### src/rtl/rks_pkg.sv
`default_nettype none
// ============================================================================
// Module      : rks_pkg
// Description : Shared types and helpers for the RKS tape image loader:
//               FSM state encoding, load error codes and the checksum step.
// Revision    : 1.0 - initial release
// ============================================================================
package rks_pkg;

    typedef enum logic [2:0] {
        ST_IDLE = 3'd0,
        ST_HDR  = 3'd1,
        ST_DATA = 3'd2,
        ST_CSUM = 3'd3,
        ST_DONE = 3'd4,
        ST_ERR  = 3'd5
    } state_t;

    localparam logic [1:0] ERR_NONE  = 2'd0;
    localparam logic [1:0] ERR_HDR   = 2'd1;
    localparam logic [1:0] ERR_CSUM  = 2'd2;
    localparam logic [1:0] ERR_TRUNC = 2'd3;

    // Every payload byte but the last adds b*257 ({b,b}); the last byte only
    // adds into the low byte and its carry is lost.
    function automatic logic [15:0] csum_step(
        input logic [15:0] c,
        input logic [7:0]  b,
        input logic        last
    );
        logic [7:0] w_lo;
        w_lo = c[7:0] + b;
        if (last)
            return {c[15:8], w_lo};
        else
            return c + {b, b};
    endfunction

endpackage
`default_nettype wire

### src/rtl/rks_fifo.sv
`default_nettype none
// ============================================================================
// Module      : rks_fifo
// Description : Small synchronous FIFO holding {addr,data} write entries.
//               Push and pop may occur in the same cycle; a push into a full
//               FIFO is ignored unless a pop frees a slot in that cycle.
// Ports       : clk_sys, reset  - clock, synchronous active-high reset
//               i_clr           - synchronous flush
//               i_push, i_din   - write strobe and entry
//               i_pop           - consume head entry
//               o_dout          - head entry (valid when !o_empty)
//               o_empty, o_full - occupancy flags
// Revision    : 1.0 - initial release
// ============================================================================
module rks_fifo #(
    parameter int DEPTH = 4,
    parameter int WIDTH = 24
) (
    input  logic             clk_sys,
    input  logic             reset,
    input  logic             i_clr,
    input  logic             i_push,
    input  logic [WIDTH-1:0] i_din,
    input  logic             i_pop,
    output logic [WIDTH-1:0] o_dout,
    output logic             o_empty,
    output logic             o_full
);
    localparam int AW = (DEPTH > 1) ? $clog2(DEPTH) : 1;
    localparam logic [AW:0] C_DEPTH = (AW + 1)'(DEPTH);

    logic [WIDTH-1:0] r_mem [DEPTH];
    logic [AW-1:0]    r_wp;
    logic [AW-1:0]    r_rp;
    logic [AW:0]      r_cnt;
    logic             w_do_push;
    logic             w_do_pop;

    assign o_empty   = (r_cnt == '0);
    assign o_full    = (r_cnt == C_DEPTH);
    assign w_do_pop  = i_pop & ~o_empty;
    assign w_do_push = i_push & (~o_full | w_do_pop);
    assign o_dout    = r_mem[r_rp];

    always_ff @(posedge clk_sys) begin
        if (w_do_push)
            r_mem[r_wp] <= i_din;
    end

    always_ff @(posedge clk_sys) begin
        if (reset || i_clr) begin
            r_wp  <= '0;
            r_rp  <= '0;
            r_cnt <= '0;
        end else begin
            if (w_do_push)
                r_wp <= r_wp + 1'b1;
            if (w_do_pop)
                r_rp <= r_rp + 1'b1;
            case ({w_do_push, w_do_pop})
                2'b10:   r_cnt <= r_cnt + 1'b1;
                2'b01:   r_cnt <= r_cnt - 1'b1;
                default: r_cnt <= r_cnt;
            endcase
        end
    end

endmodule
`default_nettype wire

### src/rtl/rks_loader.sv
`default_nettype none
// ============================================================================
// Module      : rks_loader
// Description : Parses an RKS tape image streamed from the ioctl interface,
//               writes the payload to SRAM at the header address, verifies the
//               checksum and reports the load result.
// Ports       : clk_sys, reset       - clock, synchronous active-high reset
//               i_load               - download active
//               i_in_wr, i_in_data   - file byte strobe and value
//               o_mem_we/addr/din    - SRAM write request, held until ack
//               i_mem_ack            - SRAM accepts the current request
//               o_busy               - load in progress or writes pending
//               o_done               - one-cycle pulse, image OK and written
//               o_error              - sticky result code (see rks_pkg)
//               o_start_addr         - header start address
// Revision    : 1.0 - initial release
// ============================================================================
module rks_loader
    import rks_pkg::*;
#(
    parameter int FIFO_DEPTH = 4
) (
    input  logic        clk_sys,
    input  logic        reset,
    input  logic        i_load,
    input  logic        i_in_wr,
    input  logic [7:0]  i_in_data,
    output logic        o_mem_we,
    output logic [15:0] o_mem_addr,
    output logic [7:0]  o_mem_din,
    input  logic        i_mem_ack,
    output logic        o_busy,
    output logic        o_done,
    output logic [1:0]  o_error,
    output logic [15:0] o_start_addr
);
    state_t      r_state;
    logic        r_load_d;
    logic [1:0]  r_cnt;
    logic [15:0] r_s;
    logic [7:0]  r_e_lo;
    logic [7:0]  r_ck_lo;
    logic [16:0] r_rem;
    logic [15:0] r_addr;
    logic [15:0] r_csum;
    logic        r_done_sent;

    logic        w_rise;
    logic        w_fall;
    logic        w_acc;
    logic        w_push;
    logic        w_pop;
    logic        w_empty;
    logic        w_full;
    logic [23:0] w_head;
    logic [15:0] w_e;

    assign w_rise = i_load & ~r_load_d;
    assign w_fall = ~i_load & r_load_d;
    assign w_acc  = i_in_wr & i_load;
    assign w_e    = {i_in_data, r_e_lo};
    assign w_pop  = i_mem_ack & ~w_empty;
    // A byte arriving with the FIFO full and no pop is dropped (see FSM).
    assign w_push = w_acc & ~w_rise & (r_state == ST_DATA) & (~w_full | w_pop);

    rks_fifo #(
        .DEPTH (FIFO_DEPTH),
        .WIDTH (24)
    ) u_fifo (
        .clk_sys (clk_sys),
        .reset   (reset),
        .i_clr   (w_rise),
        .i_push  (w_push),
        .i_din   ({r_addr, i_in_data}),
        .i_pop   (w_pop),
        .o_dout  (w_head),
        .o_empty (w_empty),
        .o_full  (w_full)
    );

    // Outputs are forced to zero when idle so the bus is clean after reset.
    assign o_mem_we   = ~w_empty;
    assign o_mem_addr = w_empty ? 16'h0000 : w_head[23:8];
    assign o_mem_din  = w_empty ? 8'h00    : w_head[7:0];

    always_ff @(posedge clk_sys) begin
        if (reset) begin
            r_state      <= ST_IDLE;
            r_load_d     <= 1'b0;
            r_cnt        <= 2'd0;
            r_s          <= 16'h0000;
            r_e_lo       <= 8'h00;
            r_ck_lo      <= 8'h00;
            r_rem        <= 17'd0;
            r_addr       <= 16'h0000;
            r_csum       <= 16'h0000;
            r_done_sent  <= 1'b0;
            o_busy       <= 1'b0;
            o_done       <= 1'b0;
            o_error      <= ERR_NONE;
            o_start_addr <= 16'h0000;
        end else begin
            r_load_d <= i_load;
            o_done   <= 1'b0;
            if (w_rise) begin
                r_state     <= ST_HDR;
                r_cnt       <= 2'd0;
                r_csum      <= 16'h0000;
                r_done_sent <= 1'b0;
                o_error     <= ERR_NONE;
                o_busy      <= 1'b1;
            end else begin
                if ((r_state == ST_DONE || r_state == ST_ERR) && w_empty)
                    o_busy <= 1'b0;
                // done waits for the last payload write to be accepted
                if (r_state == ST_DONE && w_empty && !r_done_sent) begin
                    o_done      <= 1'b1;
                    r_done_sent <= 1'b1;
                end
                if (w_fall && (r_state == ST_HDR || r_state == ST_DATA ||
                               r_state == ST_CSUM)) begin
                    r_state <= ST_ERR;
                    o_error <= ERR_TRUNC;
                end else if (w_acc) begin
                    case (r_state)
                        ST_HDR: begin
                            r_cnt <= r_cnt + 2'd1;
                            case (r_cnt)
                                2'd0: r_s[7:0] <= i_in_data;
                                2'd1: begin
                                    r_s[15:8]    <= i_in_data;
                                    o_start_addr <= {i_in_data, r_s[7:0]};
                                end
                                2'd2: r_e_lo <= i_in_data;
                                default: begin
                                    if (w_e < r_s) begin
                                        r_state <= ST_ERR;
                                        o_error <= ERR_HDR;
                                    end else begin
                                        r_rem   <= {1'b0, w_e} - {1'b0, r_s} + 17'd1;
                                        r_addr  <= r_s;
                                        r_state <= ST_DATA;
                                    end
                                end
                            endcase
                        end
                        ST_DATA: begin
                            if (w_full && !w_pop) begin
                                r_state <= ST_ERR;
                                o_error <= ERR_TRUNC;
                            end else begin
                                r_addr <= r_addr + 16'd1;
                                r_rem  <= r_rem - 17'd1;
                                r_csum <= csum_step(r_csum, i_in_data, r_rem == 17'd1);
                                if (r_rem == 17'd1) begin
                                    r_state <= ST_CSUM;
                                    r_cnt   <= 2'd0;
                                end
                            end
                        end
                        ST_CSUM: begin
                            r_cnt <= r_cnt + 2'd1;
                            if (r_cnt == 2'd0) begin
                                r_ck_lo <= i_in_data;
                            end else if ({i_in_data, r_ck_lo} == r_csum) begin
                                r_state <= ST_DONE;
                            end else begin
                                r_state <= ST_ERR;
                                o_error <= ERR_CSUM;
                            end
                        end
                        default: ;
                    endcase
                end
            end
        end
    end

endmodule
`default_nettype wire

### config.mk
export PLATFORM = sky130hd
export DESIGN_NAME = rks_loader
export DESIGN_NICKNAME = d
export VERILOG_FILES = /design/src/rtl/rks_pkg.sv /design/src/rtl/rks_fifo.sv /design/src/rtl/rks_loader.sv
export SDC_FILE = /design/constraint.sdc
export NUM_CORES = 1
export LEC_CHECK = 0
export ABC_CLOCK_PERIOD_IN_PS = 3600
export BUFFER_PORTS_ARGS = -buffer_cell sky130_fd_sc_hd__buf_4
export CORE_ASPECT_RATIO = 1.5
export CORE_MARGIN = 3
export CORE_UTILIZATION = 50
export CTS_BUF_LIST = sky130_fd_sc_hd__clkbuf_4 sky130_fd_sc_hd__clkbuf_8
export CTS_CLUSTER_SIZE = 30
export DETAILED_ROUTE_END_ITERATION = 8
export PLACE_DENSITY = 0.67
export SLEW_MARGIN = 30
export SYNTH_ARGS = -nofsm -noshare
export SYNTH_HDL_FRONTEND = slang
export SYNTH_SLANG_ARGS = --single-unit
### constraint.sdc
create_clock -name clk_sys -period 3.6 [get_ports clk_sys]
set_input_delay 0.18 -clock clk_sys [delete_from_list [all_inputs] [get_ports clk_sys]]
set_output_delay 0.18 -clock clk_sys [all_outputs]
set_load 0.05 [all_outputs]
==> flow_metrics.env, run 1 <==
export IMPL_grt_start_max_net_pins=75
export IMPL_cts_clk_slew_worst_paths_ns=0.07
export IMPL_pre_cts_ws_ns=0.707
export IMPL_power_density_nw_per_um2=384
export IMPL_place_congestion=0.865
export IMPL_whs_ns=0.0873
export IMPL_synthXorXnorAreaFrac=0.0240
export IMPL_hpwl_um=18600
export IMPL_die_h_um=187
export IMPL_clk_root_buffer_cell="clkbuf_8"
export IMPL_yosys_most_used_dff="dfxtp_1"
export IMPL_viasPerCell=5.76
export IMPL_clkLatencyLatePin_ns=0.56
export IMPL_die_x_um=127
export IMPL_grt_pass1_vias=8227
export IMPL_nNetsFinal=1247
export IMPL_rows=65
export IMPL_fmax_mhz=345
export IMPL_clockBufferDepth=3
export IMPL_syn_area_um2=10900
export IMPL_dieArea_um2=23700
export IMPL_synth_adder_area_share=0.0870
export IMPL_rsz0062_at_grt="no"
export IMPL_cts_resized=0
export IMPL_clock_skew_final_ns=0.0114
export IMPL_synthCells=1111
export IMPL_fin_ws_ns=0.705
export IMPL_grt_first_pass_wirelength_um=42300
export IMPL_wirelength_um=26500
export IMPL_tns_ns=0
export IMPL_hp_class="in -> reg"
export IMPL_switching_share=0.227
export IMPL_synth_mux_area_frac=0.0588
export IMPL_p_total_mw=4.72
export IMPL_ant_nets=0
export IMPL_grt_ovfl_total=0
export IMPL_cp_end_kind="register"
export IMPL_stdcell_area_um2=12300
export IMPL_power_leakage_nw=4.49
export IMPL_routed_via_count=8390
export IMPL_placed_cell_area_um2=11500
export IMPL_grt_usage=0.221
export IMPL_syn2layout_area_growth_pct=12.6
export IMPL_wl_per_cell_um=18.2
export IMPL_ys_warnings_count=0
export IMPL_p_int_mw=3.65
export IMPL_synth_top_family_by_area="simple AND/OR/NAND/NOR gates"
export IMPL_cts_sinks=205
export IMPL_hold_violations=0
export IMPL_core_area_um2=21200
export IMPL_slew_viol_final=0
export IMPL_synthArstFlopShare=0
export IMPL_start_util=0.515
export IMPL_cts_max_level=1
export IMPL_cts_tree="yes"
export IMPL_synth_area_leaders="edfxtp_1, dfxtp_1, ha_1, mux4_2, a21oi_1"
export IMPL_io_pins=58
export IMPL_antenna_found_initial=0
export IMPL_setup_viol=0
export IMPL_relSlewSlack=0.407
export IMPL_synth_edf_count=96
export IMPL_synth_top_area_frac=0.264
export IMPL_synth_top_area_cell="edfxtp_1"
export IMPL_place_port_buffers=57
export IMPL_min_period_ns=2.90
export IMPL_syn_avg_cell_area_um2=9.84
export IMPL_crit_fanout=5
export IMPL_numCtsBuffers=30
export IMPL_power_frac_seq=0.517
export IMPL_clockPowerShare=0.422
export IMPL_yosysUniqueCellTypes=72
export IMPL_drt_pass1_iterations=5
export IMPL_drive_gt1_frac=0.136
export IMPL_finalCritPeriodShare=0.804
export IMPL_pwr_share_comb=0.061
export IMPL_drt_initial_drc_count=392
export IMPL_worstSetupStartpointType="register"
export IMPL_required_ns=4.05
export IMPL_antennaDiodeCount=0
export IMPL_tightestPinTransition_ns=0.887
export IMPL_ys_ff_latch=205
export IMPL_irDropWorstVdd_mv=0.298
export IMPL_p_sw_mw=1.07
export IMPL_cp_arrival_ns=3.35
export IMPL_crit_type="reg -> reg"
export IMPL_synth_compound_area_frac=0.147
export IMPL_ys_seq_area_frac=0.463
export IMPL_max_cap_violations=0
export IMPL_status="completed"
export IMPL_synth_simple_area_share=0.175
export IMPL_synth_nets=1194
export IMPL_route_detailed_drc=0
cells by family after synthesis:
group           after synthesis
mux                          34
buf+inv                     116
fa+ha+maj                    70
simple gates                394
flops                       205
compound gates              262
xor+xnor                     30
repair_timing:
| item | CTS | global route |
|---|---|---|
| hold buffers | 10 | 0 |
| hold endpoints to repair | 58 | 0 |
| setup endpoints to repair | 0 | 0 |
| buffers inserted | 0 | 0 |
cell usage after synthesis (3+ instances only):
cell type  instances
a211o_1            3
a211oi_1          16
a21boi_0           4
a21o_1            10
a21oi_1          105
a22oi_1            8
a31oi_1            3
and2_1            28
and3_1            14
buf_1              5
buf_2              5
buf_4              8
clkbuf_1          43
dfxtp_1          109
edfxtp_1          96
fa_1              10
ha_1              60
inv_1             54
mux2i_1            8
mux4_2            24
nand2_1          109
nand2b_1          14
nand3_1           50
nand3b_1           6
nand4_1            9
nor2_1            96
nor2b_1            9
nor3_1            23
nor4_1             7
o211ai_1           6
o21a_1             5
o21ai_0           43
o21ai_1           20
o22ai_1            5
o311ai_1           3
o31ai_1            5
o32ai_1            3
o41ai_1            3
or3_1              9
or4_1              5
xnor2_1           19
xor2_1            11
worst max-delay path, stage by stage, from the launching register on:
cell and delay [ns]:
dfxtp_1 0.53, inv_1 0.08, ha_1 0.21, ha_1 0.21, inv_1 0.08, fa_1 0.20, nor2b_1 0.07, o31a_1 0.28
a21o_1 0.24, o21ai_1 0.13, a21boi_0 0.11, or4_1 0.41, a32o_1 0.25
per-layer routing:
layer | track usage | vias to the layer above | part of all wire
li1 | - | 4142 | -
met1 | 0.254 | 3991 | 0.39
met2 | 0.408 | 194 | 0.53
met3 | 0.0283 | 63 | 0.044
met4 | 0.0925 | 0 | 0.044
met5 | 0 | - | 0
cells in the final DEF, fill, tap and decap left out, types with 5 or more instances in the layout:
cell type	count
a22oi_1	8
or4_1	5
nor3_1	23
o22ai_1	5
dlygate4sd3_1	10
nor4_1	7
o21ai_1	20
nand3_1	50
clkbuf_4	8
xor2_1	11
o211ai_1	6
edfxtp_1	96
clkinv_2	8
a211oi_1	16
xnor2_1	19
or3_1	9
nor2b_1	9
mux2i_1	8
buf_4	73
and3_1	14
clkbuf_8	35
ha_1	60
dfxtp_1	108
a21o_1	10
nand3b_1	6
nand2_1	109
and2_1	28
o31ai_1	5
nor2_1	95
nand2b_1	14
o21ai_0	43
mux4_2	24
a21oi_1	104
nand4_1	9
o21a_1	5
inv_1	54
fa_1	10
state kept, by name, indices dropped and copies added (netlist names), 2 cells and up, named ones only:
register	flops
r_e_lo	8
r_cnt	2
r_state	3
r_rem	17
o_error	2
u_fifo.r_wp	2
r_s	8
o_start_addr	16
r_ck_lo	8
u_fifo.r_rp	2
r_addr	16
u_fifo.r_mem	96
r_csum	16
u_fifo.r_cnt	3
final timing paths:
kind / start / to / slack (ns) / cells after the start
worst max register to register: r_s[0]$_SDFFE_PP0P_ / r_rem[15]$_SDFFE_PP0P_ / 0.70 / 12
worst min register to register: r_done_sent$_SDFFE_PP0P_ / o_done$_SDFF_PP0_ / 0.45 / 1
worst max-delay path: r_s[0]$_SDFFE_PP0P_ / r_rem[15]$_SDFFE_PP0P_ / 0.70 / 12
worst min-delay path: i_mem_ack / register / 0.09 / 4
area by class of cell:
type / instances / area (um^2)
flip-flops and latches: 205 / 5070
clock inverters: 13 / 111
inverters: 54 / 203
repair buffers: 83 / 648
fillers: 1875 / 8920
clock buffers: 43 / 542
well taps: 268 / 335
multi-input cells: 790 / 5400
power by group through the flow:
stage | combinational [mW] | clock [mW] | sequential [mW]
floorplan | 0.191 | 0 | 2.49
global placement | 0.276 | 0 | 2.49
detailed placement | 0.277 | 0 | 2.49
CTS | 0.287 | 2.04 | 2.44
global route | 0.319 | 2.14 | 2.44
finish | 0.287 | 1.99 | 2.44
metrics by stage:
stage / util / cells
global route: 0.580 / 1456
finish: 0.580 / 1456
global placement: 0.544 / 1390
CTS: 0.579 / 1456
detailed placement: 0.544 / 1390
floorplan: - / 1111
Power figures use the tool's default switching activity.
==> run 2, diff against run 1 <==
--- a/config.mk
+++ b/config.mk
@@ -5,7 +5,8 @@
 export SDC_FILE = /design/constraint.sdc
 export NUM_CORES = 1
 export LEC_CHECK = 0
-export ABC_CLOCK_PERIOD_IN_PS = 3600
+export ABC_AREA = 1
+export ABC_CLOCK_PERIOD_IN_PS = 2700
 export BUFFER_PORTS_ARGS = -buffer_cell sky130_fd_sc_hd__buf_4
 export CORE_ASPECT_RATIO = 1.5
 export CORE_MARGIN = 3
==> constraint.sdc (replaced) <==
create_clock -name clk_sys -period 2.7 [get_ports clk_sys]
set_input_delay 0.135 -clock clk_sys [delete_from_list [all_inputs] [get_ports clk_sys]]
set_output_delay 0.135 -clock clk_sys [all_outputs]
set_load 0.05 [all_outputs]
==> run 2 against run 1 <==
Compared with the run above: non-clock buffer count increased by 4; power increased by 39%; highest routed layer unchanged; final cell count increased by 25%; worst hold slack got worse by 0.048 ns; global-route usage increased by 1.7 points; combinational power increased by 87%; first-iteration DRC count increased by 27%; largest power group unchanged; critical path type unchanged; setup slack got worse by 0.44 ns; utilization increased by 0.31 points; clock power increased by 39%.
==> flow_metrics.env, run 2 <==
export IMPL_ys_warnings_count=0
export IMPL_synthCells=1460
export IMPL_core_area_um2=22000
export IMPL_largestRegisters="u_fifo.r_mem x96, r_rem x17"
export IMPL_cp_end_kind="register"
export IMPL_min_period_ns=2.44
export IMPL_status="completed"
export IMPL_yosysUniqueCellTypes=40
export IMPL_route_detailed_drc=0
export IMPL_hpwl_um=20400
export IMPL_clk_root_buffer_cell="clkbuf_8"
export IMPL_grt_first_pass_wirelength_um=46700
export IMPL_fillers=2060
export IMPL_start_util=0.516
export IMPL_grt_pass1_vias=9471
export IMPL_ys_seq_area_frac=0.447
export IMPL_io_pins=58
export IMPL_synth_top_area_cell="edfxtp_1"
export IMPL_top_register="u_fifo.r_mem"
export IMPL_synth_area_leaders="edfxtp_1, dfxtp_1, nand2_1, nor2_1, ha_1"
export IMPL_wirelength_um=28700
export IMPL_antennaDiodeCount=0
export IMPL_place_port_buffers=57
export IMPL_synth_top_area_frac=0.254
export IMPL_drive_gt1_frac=0.109
export IMPL_synthArstFlopShare=0
export IMPL_place_congestion=0.923
export IMPL_synth_top_cells_by_count="nand2_1, nor2_1, inv_1"
export IMPL_stdcell_area_um2=12800
export IMPL_drt_pass1_iterations=8
export IMPL_cts_clk_slew_worst_paths_ns=0.07
export IMPL_worstSetupStartpointType="register"
export IMPL_dieArea_um2=24600
export IMPL_path_cells="inv_1 > ha_1 > inv_1 > ha_1 > inv_1 > fa_2 > inv_1 > nand4_1 > nand2_2 > nand2_1 > nand2_1 > xor2_2 > nand2_1 > nand2_1 > nor2_1 > nor2_1"
export IMPL_syn2layout_area_growth_pct=12.9
export IMPL_seq_area_um2=5060
export IMPL_grt_start_max_net_pins=59
export IMPL_slew_viol_final=0
export IMPL_numCtsBuffers=31
export IMPL_relSlewSlack=0.514
export IMPL_cts_sinks=205
export IMPL_nNetsFinal=1607
export IMPL_ys_ff_latch=205
export IMPL_wl_per_cell_um=15.8
export IMPL_synth_nets=1543
export IMPL_tns_ns=0
export IMPL_syn_area_um2=11300
export IMPL_tightestPinTransition_ns=0.730
export IMPL_ant_nets=0
export IMPL_stdcell_count=1821
export IMPL_routed_via_count=9548
export IMPL_power_leakage_nw=5.49
export IMPL_syn_avg_cell_area_um2=7.76
export IMPL_finalCritPeriodShare=0.902
export IMPL_antenna_found_initial=0
export IMPL_final_common_cell="nand2_1"
export IMPL_grt_usage=0.238
export IMPL_grt_ovfl_total=0
export IMPL_crit_fanout=3
export IMPL_drt_initial_drc_count=499
export IMPL_final_cell_mix="nand2_1, nor2_1, inv_1"
export IMPL_yosys_most_used_dff="dfxtp_1"
export IMPL_viasPerCell=5.24
export IMPL_rows=66
export IMPL_hp_class="in -> reg"
export IMPL_die_h_um=190
export IMPL_cts_max_level=1
export IMPL_setup_viol=0
export IMPL_crit_type="reg -> reg"
export IMPL_cp_slowest_cell="dfxtp_1"
export IMPL_clkLatencyLatePin_ns=0.58
export IMPL_cp_arrival_ns=2.94
export IMPL_max_stage_delay_ns=0.35
export IMPL_required_ns=3.21
export IMPL_dp_cells=1752
export IMPL_synth_edf_count=96
export IMPL_multi_input_area_um2=5320
export IMPL_fmax_mhz=411
export IMPL_rsz0062_at_grt="no"
export IMPL_placed_cell_area_um2=12000
export IMPL_clock_skew_final_ns=0.0237
export IMPL_max_cap_violations=0
export IMPL_largest_reg_flops=96
export IMPL_power_density_nw_per_um2=514
export IMPL_hold_violations=0
export IMPL_cts_tree="yes"
export IMPL_synth_most_common_cell="nand2_1"
export IMPL_die_x_um=129
export IMPL_irDropWorstVdd_mv=0.404
export IMPL_clockBufferDepth=3
run 2: cell count changes in the layout (fill, tap and decap cells not counted), moves of 18 or more:
cell     delta
a21oi_1    +28
and2_1     -28
inv_1     +120
mux4_2     -24
nand2_1   +171
nor2_1    +116
o21ai_0   +105
o21ai_1    -18
run 2: per-stage QoR:
stage | util | power [mW] | hold slack (ns) | setup WS (ns)
global route | 0.583 | 6.84 | 0.0247 | 0.0519
global placement | 0.546 | 3.85 | 0.377 | 0.153
detailed placement | 0.546 | 3.85 | 0.388 | 0.170
CTS | 0.582 | 6.64 | 0.0138 | 0.154
floorplan | - | 3.69 | 0.234 | 0.117
finish | 0.583 | 6.57 | 0.0389 | 0.264
run 2: layout make-up:
| cell class | count | area share |
|---|---|---|
| inverters | 185 | 0.0547 |
| repair buffers | 87 | 0.0541 |
| clock buffers | 50 | 0.0459 |
| clock inverters | 8 | 0.00723 |
| flip-flops and latches | 205 | 0.396 |
| well taps | 272 | 0.0266 |
| multi-input cells | 1014 | 0.416 |
run 2: final timing paths:
check | end | start | slack [ns] | cells after the start
max | r_rem[11]$_SDFFE_PP0P_ | r_s[1]$_SDFFE_PP0P_ | 0.26 | 16
min | u_fifo.r_mem[2][0]$_DFFE_PP_ | i_in_data[0] | 0.04 | 2
max reg2reg | r_rem[11]$_SDFFE_PP0P_ | r_s[1]$_SDFFE_PP0P_ | 0.26 | 16
min reg2reg | o_done$_SDFF_PP0_ | r_done_sent$_SDFFE_PP0P_ | 0.43 | 1
run 2: power by group:
group          total (mW)  switching, mW  internal, mW
Sequential           3.27         0.0168          3.25
Clock                2.77           1.20          1.57
Combinational       0.538          0.353         0.184
run 2: cells by family after synthesis:
kind of cell             Yosys count  synth area share
AND/OR/NAND/NOR                  608             0.220
AO/OA/AOI/OAI                    306             0.140
buffers and inverters            241            0.0857
flip-flops                       205             0.447
adder cells (fa/ha/maj)           70            0.0839
XOR/XNOR                          30            0.0232
run 2: metal layers:
metal | global-route usage | part of all wire | vias up
met1 | 0.272 | 0.40 | 4415
met2 | 0.446 | 0.53 | 189
met4 | 0.0893 | 0.035 | 0
met3 | 0.0258 | 0.039 | 60
li1 | - | - | 4884
met5 | 0 | 0 | -
run 2: critical path: cells and delay by family, from the launching register on:
| family | cells | cell delay (ns) |
|---|---|---|
| flip-flops | 1 | 0.35 |
| XOR/XNOR | 1 | 0.17 |
| buffers and inverters | 4 | 0.30 |
| AND/OR/NAND/NOR | 8 | 0.70 |
| adder cells (fa/ha/maj) | 3 | 0.85 |
run 2: repair_timing:
item	4_1_cts	5_1_grt
hold buffers	11	0
endpoints found under the hold margin	65	0
setup buffers	0	0
endpoints found under the setup margin	0	25
resized for setup	0	4
